`src/rtl/pixel_word_unpacker.sv`:
```
// Splits packed words into single pixels for the HOG core, LSB lane first,
// while tracking raster position, end-of-line/frame sideband and a frame counter.
module pixel_word_unpacker #(
  parameter int DATA_WIDTH   = 8,
  parameter int WORD_WIDTH   = 32,
  parameter int IMAGE_WIDTH  = 640,
  parameter int IMAGE_HEIGHT = 480
) (
  input  logic                  clk,
  input  logic                  rst_n,
  input  logic [WORD_WIDTH-1:0] word_in,
  input  logic                  word_valid,
  output logic                  word_ready,
  output logic [DATA_WIDTH-1:0] pixel_out,
  output logic                  pixel_valid,
  input  logic                  pixel_ready,
  output logic                  pixel_eol,
  output logic                  pixel_eof,
  output logic                  frame_done,
  output logic [15:0]           frame_count
);

  localparam int PPW    = WORD_WIDTH / DATA_WIDTH;
  localparam int LANE_W = (PPW > 1) ? $clog2(PPW) : 1;
  localparam int COL_W  = (IMAGE_WIDTH > 1) ? $clog2(IMAGE_WIDTH) : 1;
  localparam int ROW_W  = (IMAGE_HEIGHT > 1) ? $clog2(IMAGE_HEIGHT) : 1;

  localparam logic [LANE_W-1:0] LAST_LANE = LANE_W'(PPW - 1);
  localparam logic [COL_W-1:0]  LAST_COL  = COL_W'(IMAGE_WIDTH - 1);
  localparam logic [ROW_W-1:0]  LAST_ROW  = ROW_W'(IMAGE_HEIGHT - 1);

  // A word must hold whole pixels and a line must hold whole words, otherwise
  // a line or frame boundary would land in the middle of a word.
  generate
    if (WORD_WIDTH % DATA_WIDTH != 0) begin : g_bad_word_width
      $error("WORD_WIDTH must be a multiple of DATA_WIDTH");
    end
    if (IMAGE_WIDTH % PPW != 0) begin : g_bad_image_width
      $error("IMAGE_WIDTH must be a multiple of WORD_WIDTH/DATA_WIDTH");
    end
  endgenerate

  typedef enum logic {EMPTY, FULL} state_t;

  state_t                state_reg, state_next;
  logic [WORD_WIDTH-1:0] word_reg, word_next;
  logic [LANE_W-1:0]     lane_reg, lane_next;
  logic [COL_W-1:0]      col_reg;
  logic [ROW_W-1:0]      row_reg;
  logic                  frame_done_reg;
  logic [15:0]           frame_count_reg;

  logic [DATA_WIDTH-1:0] lanes [PPW];
  logic                  last_lane;
  logic                  pixel_fire;
  logic                  at_eol;
  logic                  at_eof;

  genvar gi;
  generate
    for (gi = 0; gi < PPW; gi++) begin : g_lane
      assign lanes[gi] = word_reg[gi*DATA_WIDTH +: DATA_WIDTH];
    end
  endgenerate

  assign last_lane  = (lane_reg == LAST_LANE);
  assign pixel_fire = (state_reg == FULL) & pixel_ready;
  assign at_eol     = (col_reg == LAST_COL);
  assign at_eof     = at_eol & (row_reg == LAST_ROW);

  always_ff @(posedge clk or negedge rst_n) begin
    if (!rst_n) begin
      state_reg <= EMPTY;
      word_reg  <= '0;
      lane_reg  <= '0;
    end else begin
      state_reg <= state_next;
      word_reg  <= word_next;
      lane_reg  <= lane_next;
    end
  end

  // word_ready depends combinationally on pixel_ready so the last lane can be
  // refilled on the same edge it drains, giving one pixel per cycle.
  always_comb begin
    state_next  = state_reg;
    word_next   = word_reg;
    lane_next   = lane_reg;
    pixel_valid = 1'b0;
    word_ready  = 1'b0;
    case (state_reg)
      EMPTY: begin
        word_ready = 1'b1;
        if (word_valid) begin
          word_next  = word_in;
          lane_next  = '0;
          state_next = FULL;
        end
      end
      FULL: begin
        pixel_valid = 1'b1;
        word_ready  = last_lane & pixel_ready;
        if (pixel_ready) begin
          if (!last_lane) begin
            lane_next = lane_reg + 1'b1;
          end else if (word_valid) begin
            word_next = word_in;
            lane_next = '0;
          end else begin
            state_next = EMPTY;
          end
        end
      end
      default: state_next = EMPTY;
    endcase
  end

  always_ff @(posedge clk or negedge rst_n) begin
    if (!rst_n) begin
      col_reg         <= '0;
      row_reg         <= '0;
      frame_done_reg  <= 1'b0;
      frame_count_reg <= '0;
    end else begin
      frame_done_reg <= pixel_fire & at_eof;
      if (pixel_fire) begin
        if (at_eol) begin
          col_reg <= '0;
          row_reg <= (row_reg == LAST_ROW) ? '0 : row_reg + 1'b1;
        end else begin
          col_reg <= col_reg + 1'b1;
        end
        if (at_eof) begin
          frame_count_reg <= frame_count_reg + 16'd1;
        end
      end
    end
  end

  assign pixel_out   = lanes[lane_reg];
  assign pixel_eol   = pixel_valid & at_eol;
  assign pixel_eof   = pixel_valid & at_eof;
  assign frame_done  = frame_done_reg;
  assign frame_count = frame_count_reg;

endmodule

```
`config.mk`:
```
export PLATFORM = sky130hd
export DESIGN_NAME = pixel_word_unpacker
export DESIGN_NICKNAME = d
export VERILOG_FILES = /design/src/rtl/pixel_word_unpacker.sv
export SDC_FILE = /design/constraint.sdc
export NUM_CORES = 1
export LEC_CHECK = 0
export BUFFER_PORTS_ARGS = -buffer_cell sky130_fd_sc_hd__buf_2
export CAP_MARGIN = 20
export CORE_UTILIZATION = 45
export DETAILED_ROUTE_END_ITERATION = 7
export PLACE_DENSITY_LB_ADDON = 0.05
export SYNTH_ARGS = -nofsm -noshare
export SYNTH_HDL_FRONTEND = slang
export SYNTH_SLANG_ARGS = --single-unit
```
`constraint.sdc`:
```
create_clock -name clk -period 2.4 [get_ports clk]
set_input_delay 0.48 -clock clk [delete_from_list [all_inputs] [get_ports clk]]
set_output_delay 0.48 -clock clk [all_outputs]
set_load 0.05 [all_outputs]
```
# Word level (Yosys, flattened, before mapping)

Cells that the tools add are included.

$add $sub $neg: 4
$mul: 0
Divide/modulo/power cells: 0
Order comparisons: 1
Eq/ne operators: 5
Shifts and indexed selects: 0
Mux-type cells: 19
Bitwise gates (word level): 8
Reductions and logical operators: 3

Operator list:

| kind                  | count |
|---|---|
| $mux 32               | 3 |
| $pmux 32 s2           | 1 |
| $add 16x1->16 const B | 1 |
| $bmux 8 s2            | 1 |
| $mux 8                | 2 |
| $add 10x1->10 const B | 1 |
| $eq 10x10->1 const B  | 1 |
| $mux 10               | 1 |
| $add 9x1->9 const B   | 1 |
| $eq 9x9->1 const B    | 1 |
| $mux 9                | 1 |
| $and 1x1->1           | 6 |
| $mux 2                | 3 |
| $reduce_and 2->1      | 3 |
| $mux 1                | 4 |
| $pmux 1 s2            | 2 |
| $pmux 2 s2            | 1 |
| $ge 3x3->1 const B    | 1 |
| $not 2->3             | 1 |
| $add 2x1->2 const B   | 1 |
| $eq 2x2->1 const B    | 1 |
| $ne 2x1->1 const B    | 1 |
| $ne 2x2->1 const B    | 1 |
| $not 1->1             | 1 |

Flip-flop bits (word level): 71
Bits in latches: 0
Bits in writable memories: 0
Bits in read-only memories: 0
Input bits: 36
Output and inout port bits: 29
Word-level logic and storage cells: 47
Memories: 0

# Depth between registers and ports, before layout

Depth after elaboration: 4
Mapped depth: 6

# Worst setup path after synthesis

Ideal clock, no wire load.

Path kind: reg2reg
From: register state_reg
To: register frame_count_reg[15] (netlist: frame_count[15])
Arrival time: 2,293 ps
Data required time: 2,261 ps
Slack: -33 ps
Stages on the path, launching flop included: 7
Path buffers: 2
Period minus slack after synthesis: 2,433 ps
Cell sequence: dfrtp_1 > buf_2 > nand4_1 > or4_1 > clkbuf_1 > or4b_4 > xnor2_2

Longest elaborated chain between the ends: 2

RTL lines:

| what                       | line | RTL |
|---|---|---|
| from (decl)                | 45   | `state_t state_reg, state_next;` |
| from (signal assigned)     | 77   | `state_reg <= state_next;` |
| $and 1x1->1                | 67   | `assign pixel_fire = (state_reg == FULL) & pixel_ready;` |
| $reduce_and 2->1 (no line) | n/a  |  |
| to (signal assigned)       | 134  | `frame_count_reg <= frame_count_reg + 16'd1;` |
| to (decl)                  | 51   | `logic [15:0] frame_count_reg;` |

No other way between the ends.
A chain may end at the register's enable or synchronous reset.

# Worst setup path in the final report

From: register col_reg[0]
To: output port pixel_eol

Longest elaborated chain between the ends: 2

RTL lines:

| what                   | line | RTL |
|---|---|---|
| from (decl)            | 48   | `logic [COL_W-1:0] col_reg;` |
| from (signal assigned) | 131  | `col_reg <= col_reg + 1'b1;` |
| $eq 10x10->1           | 68   | `assign at_eol = (col_reg == LAST_COL);` |
| $and 1x1->1            | 141  | `assign pixel_eol = pixel_valid & at_eol;` |
| to (decl)              | 17   | `output logic pixel_eol,` |

No other way between the ends.

==> summary.txt <==
Place
  – DP Area: 3860 sq um
  – I/O Buffers: 64
  – HPWL Detailed: 4620 um
  – Worst slack at placement: just over 300 ps
  – RD Place Congestion: around 0.77

Global route
  – GRT met1 Usage: between 20 and 25%
  – Most used routing layer in global routing: met2
  – Grt ovf: 0
  – Pin count of the biggest net entering global routing: 36
  – Grt met3 use: 5.09%
  – First-pass GRT wire length: 10300 um
  – Vias in the first global route: between 2k and 2.5k
  – GR Util All Layers: 17.7%
  – Initial antenna violation count: 0
  – Met2 usage: around 28%

Final layout
  – Final #Nets: ~390
  – Max reg flops: 32
  – Area Overhead vs Synth: 22.5%
  – Final Instance Area: 4100 sq um
  – Antenna cells: 0
  – Layout cell share with drive strength beyond 1: 43.1%
  – Multi-input logic area: roughly 1500 sq um
  – Fill count: 663
  – Seq. cell area: 1780 sq um

Timing
  – Slew Limit Fails: 0
  – Fin crit share: 93.8%
  – Setup TNS: 0 ps
  – Final worst slack: 150 ps
  – Relative slew slack: 65.2%
  – FMAX: 444 MHz
  – Worst Skew: roughly 9.7 ps
  – Fin crit period: between 2000 and 2500 ps
  – Worst slew pin tran: 523 ps
  – Unrepaired setup endpoints after global routing: no
  – Final hold viol count: 0
  – # setup viols final: 0

Detailed routing
  – DR iter-0 viols: ~90
  – Wire length per cell: approximately 14 um
  – DRC: 0
  – Vias per cell: approximately 5.2
  – Vias: 2327
  – Total wire length: between 6000 and 7000 um
  – Antenna Nets Post-Route: 0
  – Initial DRT Pass Iterations: 4

Clock network
  – Sink Count: 71
  – Worst-path clk slew: 70 ps
  – Clock Latency Late Sink: around 340 ps
  – CTS tree: done
  – CTS root buffer: clkbuf_8
  – CTS Buf Count: 9
  – H-tree levels: 3
  – Post-CTS Hold Fix Bufs: 0
  – CTS max path bufs: 2

Floorplanning
  – Die X: 88.2 um
  – Row count: 31
  – IO Pins: 65
  – Die H: 88.2 um
  – Core ar.: around 7200 sq um
  – Die Footprint: 7770 sq um
  – Starting density of the core: 46.3%

Outcome
  – Status: finished clean

Setup path
  – Critical Path RT: 1920 ps
  – CP max stage delay: approximately 400 ps
  – Critical path origin: col_reg[0]
  – Reg2reg setup slack: 350 ps
  – Slowest CP cell: dfrtp_2
  – Critical path data arrival time: 1770 ps
  – Crit Path Category: reg -> out
  – RR Endpoint: frame_count[15]
  – R2r worst-path depth: 5
  – Worst r2r src: row_reg[0]
  – Crit path max fanout: 6
  – Worst Setup End Kind: output port
  – Worst setup endpoint: pixel_eol
  – Crit-path cells: ha_1, nand2_1, nor4_2, buf_4, and2_1, clkbuf_4
  – Critical Path Source Type: flop

Logic synthesis
  – Top cell type's share of synthesized area: 53.2%
  – Top FF cell, synth: dfrtp_1
  – Commonest cells post-synth: 71 x dfrtp_1, 37 x mux2_2, 16 x nand2_1, 15 x xnor2_1, 14 x nand4_1
  – Seq cells post-synth: 71
  – EDFF count, synth: 0
  – Synth async-reset ratio: 100%
  – Count leader, synth: dfrtp_1
  – Post-Syn Area: 3340 sq um
  – Syn_area_per_cell: 12.5 sq um
  – Gate Count Post-Synth: 268
  – Post-Syn Nets: 308
  – Post-synthesis sequential area ratio: 53.2%
  – Distinct cells, synth: 40
  – Area contributors post-synth: dfrtp_1 53%, mux2_2 12%, mux4_2 5.4%
  – Synth Warn #: 0
  – Largest area contributor in the netlist: dfrtp_1

Job
  – Max Cap Viol: 0

Power and ir drop
  – Cell Pwr Density: roughly 1000 nW/um^2
  – Peak VDD IR: 675 uV
  – Leak: 1.93 nW

Worst hold path
  – Hold Crit Class: in -> async
==> metrics by stage <==
step                      hold slack (ps)  cells  utilization, %  total power [mW]
after floorplan                       184    268               -              2.99
after global placement                483    432            53.5              3.32
after detailed placement              488    432            53.5              3.36
after CTS                             118    447            56.2              4.32
after global routing                  135    449            56.8              4.51
final                                 113    449            56.8              4.28
==> report_power, final <==
part	leakage, nW	switching [mW]	internal, mW
combinational	0.923	0.908	0.682
clock	0.103	0.442	0.505
sequential	0.901	0.204	1.54
total	1.93	1.55	2.73
==> worst max-delay path, delay by kind of cell, from the launching register on <==
family | cells | cell delay [ps]
fa+ha+maj | 1 | 190
buf+inv | 2 | 390
flops | 1 | 400
simple gates | 3 | 460
==> cell families after synthesis <==
kind of cell / Yosys count / share of synthesized area (%)
AND/OR/NAND/NOR: 93 / 16.0
flip-flops: 71 / 53.2
multiplexers: 46 / 18.2
XOR/XNOR: 25 / 6.78
buffers and inverters: 16 / 1.91
AO/OA/AOI/OAI: 13 / 2.51
adder cells (fa/ha/maj): 4 / 1.50
==> area by class of cell <==
| class | count | area share [%] |
|---|---|---|
| sequential | 71 | 43.5 |
| multi-input combinational | 181 | 36.9 |
| timing repair buffer | 79 | 11.4 |
| clock buffer | 10 | 3.36 |
| tap | 99 | 3.02 |
| clock inverter | 5 | 1.41 |
| inverter | 4 | 0.367 |
==> layout by cell type (no fill, tap or decap), types with 2 or more instances in the layout <==
cell	instances
ha_1	4
nand2_1	16
buf_4	13
dfrtp_2	4
clkinv_2	2
or4_1	3
nor2_1	10
nand2b_1	3
nor3_1	8
and2_1	3
nor4_1	3
o21ai_0	4
buf_12	2
mux2_2	37
buf_2	62
nand3_1	11
nand4_1	14
nor4_2	2
and4_1	6
inv_1	4
dfrtp_1	67
xnor2_1	15
nor2b_1	3
mux4_2	8
a21oi_1	2
xor2_1	9
and3_1	5
clkbuf_8	10
==> layer usage <==
layer  vias to the layer above  wire [um]
met5                         -          0
met2                        45       3110
met4                         0         87
li1                       1131          -
met3                         9        290
met1                      1142       2960
==> timing repair <==
item	4_1_cts	5_1_grt
setup buffers	0	2
gates resized for setup	0	9
endpoints found under the setup margin	0	2
==> worst min-delay path by stage <==
stage	end	cells after the start	from	slack, ps
after floorplan	col_reg[0]	0	rst_n	180
after global placement	word_reg[17]	1	word_reg[17]	480
after detailed placement	row_reg[7]	1	rst_n	490
after CTS	frame_count[6]	1	rst_n	120
after global routing	frame_count[7]	1	rst_n	130
final	row_reg[4]	1	rst_n	110
No activity file was read; power rests on OpenSTA's default activity.
